[config.mk]
export PLATFORM = sky130hd
export DESIGN_NAME = seg7_scan_display
export DESIGN_NICKNAME = d
export VERILOG_FILES = /design/src/rtl/seg7_scan_display.sv
export SDC_FILE = /design/constraint.sdc
export NUM_CORES = 1
export LEC_CHECK = 0
export CORE_UTILIZATION = 30
export DETAILED_ROUTE_END_ITERATION = 10
export PLACE_DENSITY = 0.54
export REMOVE_ABC_BUFFERS = 1
export SLEW_MARGIN = 20
export SYNTH_ARGS = -nofsm -noshare
export SYNTH_HDL_FRONTEND = slang
export SYNTH_SLANG_ARGS = --single-unit
[constraint.sdc]
create_clock -name clk -period 2.5 [get_ports clk]
set_clock_uncertainty 0.05 [all_clocks]
set_input_delay 0.25 -clock clk [delete_from_list [all_inputs] [get_ports clk]]
set_output_delay 0.25 -clock clk [all_outputs]
set_load 0.02 [all_outputs]
[src/rtl/seg7_scan_display.sv]
// 8-bit binary to 3-digit BCD (sequential double-dabble) driving a multiplexed
// common-anode 7-segment display. Define SEG7_LEAD_ZERO_BLANK_EN to blank leading zeros.
module seg7_scan_display #(
    parameter int unsigned SCAN_DIV = 16
) (
    input  logic        clk,
    input  logic        reset,
    input  logic [7:0]  value,
    output logic [6:0]  seg,
    output logic [2:0]  an,
    output logic [11:0] bcd,
    output logic        busy,
    output logic        valid
);

    localparam int unsigned      DIV_W    = $clog2(SCAN_DIV);
    localparam logic [DIV_W-1:0] DIV_LAST = DIV_W'(SCAN_DIV - 1);

    typedef enum logic [1:0] {
        ST_IDLE  = 2'd0,
        ST_SHIFT = 2'd1,
        ST_DONE  = 2'd2
    } state_e;

    state_e           state_q, state_d;
    logic [19:0]      shift_q, shift_d;
    logic [7:0]       last_q, last_d;
    logic             first_q, first_d;
    logic [2:0]       step_q, step_d;
    logic [11:0]      bcd_q, bcd_d;
    logic             busy_q, busy_d;
    logic             valid_q, valid_d;
    logic [DIV_W-1:0] div_q, div_d;
    logic [1:0]       idx_q, idx_d;
    logic [6:0]       seg_q, seg_d;
    logic [2:0]       an_q, an_d;
    logic [3:0]       digit;
    logic             blank;

    function automatic logic [3:0] adj3(input logic [3:0] n);
        return (n >= 4'd5) ? n + 4'd3 : n;
    endfunction

    // One double-dabble step over {hundreds, tens, ones, binary}.
    function automatic logic [19:0] dabble_step(input logic [19:0] r);
        logic [19:0] t;
        t = {adj3(r[19:16]), adj3(r[15:12]), adj3(r[11:8]), r[7:0]};
        return t << 1;
    endfunction

    function automatic logic [6:0] decode(input logic [3:0] d);
        logic [6:0] s;
        case (d)
            4'd0:    s = 7'h40;
            4'd1:    s = 7'h79;
            4'd2:    s = 7'h24;
            4'd3:    s = 7'h30;
            4'd4:    s = 7'h19;
            4'd5:    s = 7'h12;
            4'd6:    s = 7'h02;
            4'd7:    s = 7'h78;
            4'd8:    s = 7'h00;
            4'd9:    s = 7'h10;
            default: s = 7'h7F;
        endcase
        return s;
    endfunction

    always_comb begin
        state_d = state_q;
        shift_d = shift_q;
        last_d  = last_q;
        first_d = first_q;
        step_d  = step_q;
        bcd_d   = bcd_q;
        busy_d  = busy_q;
        valid_d = valid_q;
        case (state_q)
            ST_IDLE: begin
                if (first_q || (value != last_q)) begin
                    shift_d = {12'h000, value};
                    last_d  = value;
                    first_d = 1'b0;
                    step_d  = 3'd0;
                    busy_d  = 1'b1;
                    state_d = ST_SHIFT;
                end
            end
            ST_SHIFT: begin
                shift_d = dabble_step(shift_q);
                step_d  = step_q + 3'd1;
                if (step_q == 3'd7) begin
                    state_d = ST_DONE;
                end
            end
            ST_DONE: begin
                bcd_d   = shift_q[19:8];
                valid_d = 1'b1;
                busy_d  = 1'b0;
                state_d = ST_IDLE;
            end
            default: state_d = ST_IDLE;
        endcase
    end

    always_comb begin
        div_d = div_q + DIV_W'(1);
        idx_d = idx_q;
        if (div_q == DIV_LAST) begin
            div_d = '0;
            idx_d = (idx_q == 2'd2) ? 2'd0 : idx_q + 2'd1;
        end
    end

    // Output registers sample the current index, so the pins lag the index by one cycle.
    always_comb begin
        digit = bcd_q[3:0];
        blank = 1'b0;
        case (idx_q)
            2'd1: begin
                digit = bcd_q[7:4];
`ifdef SEG7_LEAD_ZERO_BLANK_EN
                blank = (bcd_q[11:8] == 4'd0) && (bcd_q[7:4] == 4'd0);
`endif
            end
            2'd2: begin
                digit = bcd_q[11:8];
`ifdef SEG7_LEAD_ZERO_BLANK_EN
                blank = (bcd_q[11:8] == 4'd0);
`endif
            end
            default: digit = bcd_q[3:0];
        endcase
        an_d  = ~(3'b001 << idx_q);
        seg_d = blank ? 7'h7F : decode(digit);
    end

    always_ff @(posedge clk or negedge reset) begin
        if (!reset) begin
            state_q <= ST_IDLE;
            shift_q <= '0;
            last_q  <= '0;
            first_q <= 1'b1;
            step_q  <= '0;
            bcd_q   <= '0;
            busy_q  <= 1'b0;
            valid_q <= 1'b0;
            div_q   <= '0;
            idx_q   <= '0;
            seg_q   <= 7'h7F;
            an_q    <= 3'b111;
        end else begin
            state_q <= state_d;
            shift_q <= shift_d;
            last_q  <= last_d;
            first_q <= first_d;
            step_q  <= step_d;
            bcd_q   <= bcd_d;
            busy_q  <= busy_d;
            valid_q <= valid_d;
            div_q   <= div_d;
            idx_q   <= idx_d;
            seg_q   <= seg_d;
            an_q    <= an_d;
        end
    end

    assign seg   = seg_q;
    assign an    = an_q;
    assign bcd   = bcd_q;
    assign busy  = busy_q;
    assign valid = valid_q;

endmodule

==> results.md <==
* Synth area leader: dfrtp_1
* Final Hold Vio Count at 0
* Cell Chain, Critical Path: clkdlybuf4s50_1 -> xor2_1 -> or4_4 -> or4_1 -> o221a_1
* Period utilization at 0.841
* Worst vdd ir at ~470 uV
* Worst R2R Start: last_q[5]
* Pins Over Slew Limit at 0
* Clock Latency Late Sink at about 0.33 ns
* Max Fanout on Critical Path at 8
* Drt total wl at 6000 um
* CP Data Required Time at 2.66 ns
* CTS Sinks at 64
* Critical path class: in -> reg
* Largest net degree at the start of global routing at 40
* Root Driver: clkbuf_8
* Vias per cell at about 4.8
* Mapped Cells at 254
* Worst Max-Slew Pin Slew at 0.748 ns
* I/O pin cnt at 34
* Clock-pin slew on the worst setup and hold paths at ~0.07 ns
* # rows at 36
* Number of cells on the critical path at 5
* Primary FF master, synth: dfrtp_1
* Dpl hpwl at 4240 um
* Post-CTS setup buffer count at 0
* CP Launch Type: input port
* Synth Warn # at 0
* Final worst slack at 0.398 ns
* Die X-Extent at between 100 and 150 um
* Final setup viols at 0
* Area growth syn-to-layout at 25.2%
* I/O Buffers at 33
* CTS tree: built
* Die Y at 103 um
* Drt pass-1 iters at 4
* CP max stage cell: or4_1
* CP bufs+invs at 1
* Ant. Diodes at 0
* Cell Pwr Density at 1250 mW/mm^2
* Netlist cell types at 37
* CP delay by family, top: simple AND/OR/NAND/NOR gates
* Total GRT Usage at 0.129
* Crit path capture: shift_q[2]
* Nets at 326
* H-tree levels at 3
* Slew HR at 0.500
* Leakage at 1.67 nW
* Asr flop ratio synth at 1.00
* TNS Setup at 0 ns
* Area of the die at 0.0106 sq mm
* Share of cells above drive strength 1 at 0.207
* ANT nets after route at 0
* Total core area at 0.00982 sq mm
* DRC violations left at 0
* Crit end category: flop
* Initial Util at 0.312
* R2r setup slk at about 0.42 ns
* Overall power at between 4 and 5 mW
* Post-synthesis sequential area ratio at 0.528
* Vias in the first global route at 2076
* RSZ-0062 raised after global routing: no
* Bufs on Longest Clock Path at 2
* Post-Synthesis Cell Area at 0.00306 sq mm
* Yosys top cell area share at 0.433
* Initial antenna violation count at 0
* Min-Delay Path Class: reg -> reg
* Grt total ovfl at 0
* Status: completed
* Fillers at roughly 1000
* Worst r2r dst: shift_q[2]
* Max-Cap Viols at 0
* Dpl ws at 0.0669 ns
* Avg WL per Cell at 13.7 um
* Vias at 2082
* Crit-path max cell delay at 0.58 ns
* First-pass GRT wire length at between 10000 and 15000 um
* Worst EP arrival at 2.27 ns
* Num CTS Buffers at 9
* Min cycle time layout at 2.10 ns
* FF+latch count, synth at 64
* Routability cong. at just over 0.8
* Area contributors post-synth: dfrtp_1, dfstp_2, mux2_2, ha_1, a22o_1
* Syn Area/Cell at roughly 12 sq um
* Peak Freq at 476 MHz
* DR iter-0 viols at between 70 and 80
* Number of flops mapped to enable cells by yosys at 0
* Critical path origin: value[5]
* R2R depth at 4
where the power goes:
group	leakage [nW]	switching (mW)	internal, mW
Clock	0.110	0.378	0.535
Combinational	0.784	0.973	1.09
Sequential	0.779	0.354	1.48
sequential cells by signal, indices dropped and copies added, names as in the netlist:
register / cells
shift_q: 20
bcd: 12
last_q: 8
seg: 7
div_q: 4
an: 3
step_q: 3
idx_q: 2
state_q: 2
busy: 1
first_q: 1
valid: 1
worst min path at each step:
stage               start      end  slack (ns)  depth (start not counted)
finish              valid    valid        0.42                          1
global route        valid    valid        0.44                          1
detailed placement  reset   bcd[9]        0.26                          1
global placement    reset  bcd[10]        0.26                          1
floorplan           reset   bcd[0]        -0.1                          0
CTS                 valid    valid        0.43                          1
worst reg2reg max path, stage by stage, from the launching register on:
cell	delay [ns]
dfrtp_1	0.39
xor2_1	0.15
or4_4	0.51
or4_1	0.58
o221a_1	0.29
cells in the final DEF (no fill, tap or decap), types with 9 or more instances in the layout:
| master | netlist | routed |
|---|---|---|
| mux2_2 | 24 | 24 |
| a21oi_1 | 9 | 9 |
| a22o_1 | 11 | 11 |
| dfstp_2 | 11 | 11 |
| clkdlybuf4s50_1 | 0 | 32 |
| nor2_1 | 10 | 10 |
| ha_1 | 17 | 17 |
| nand2_1 | 12 | 12 |
| inv_1 | 16 | 16 |
| clkbuf_8 | 0 | 11 |
| dfrtp_1 | 53 | 53 |
area by class of cell:
cell class,instances,area (sq um),area share
sequential,64,1620,0.421
tap,133,166,0.0434
timing repair buffer,43,428,0.112
multi-input combinational,165,1350,0.352
clock buffer,15,209,0.0545
clock inverter,1,5.00,0.00131
inverter,16,60.1,0.0157
cells by family (layout without fill, tap and decap cells):
family / Yosys count / count (layout) / share of synthesized area
mux: 27 / 27 / 0.0981
compound gates: 59 / 59 / 0.155
xor+xnor: 14 / 14 / 0.0401
flops: 64 / 64 / 0.528
fa+ha+maj: 17 / 17 / 0.0695
simple gates: 48 / 48 / 0.0777
buf+inv: 25 / 75 / 0.0315
cells in the mapped netlist, types with 2 or more instances:
library cell and count:
xor2_1 6, clkbuf_1 6, o22a_1 7, a31oi_1 3
o221a_1 7, a22o_1 11, mux2_2 24, dfrtp_1 53
nor2b_1 3, or4_1 2, nor3_1 4, buf_2 2
o21ai_0 8, nand2b_1 4, mux2i_1 3, o2bb2ai_1 2
xnor2_1 8, nand3_1 8, a21o_1 4, dfstp_2 11
nand2_1 12, nor2_1 10, ha_1 17, a22oi_1 3
a21oi_1 9, inv_1 16
routing by layer:
metal | GRT usage | vias up | share of wire
li1 | - | 1008 | -
met1 | 0.166 | 1017 | 0.49
met2 | 0.207 | 53 | 0.45
met3 | 0.0434 | 4 | 0.053
met4 | 0.0325 | 0 | 0.0082
met5 | 0 | - | 0
through the flow:
stage,util,area [sq um],hold WS (ns),std cells
5_1_grt,0.390,3830,0.438,437
3_3_place_gp,0.367,3610,0.256,420
4_1_cts,0.390,3830,0.429,437
3_5_place_dp,0.367,3610,0.257,420
6_report,0.390,3830,0.422,437
2_1_floorplan,-,3020,-0.0956,245
repair_timing:
| item | 4_1_cts | 5_1_grt |
|---|---|---|
| hold buffers | 1 | 0 |
| endpoints found under the hold margin | 24 | 0 |
| gates resized for setup | 0 | 0 |
No activity file was read; power rests on OpenSTA's default activity.
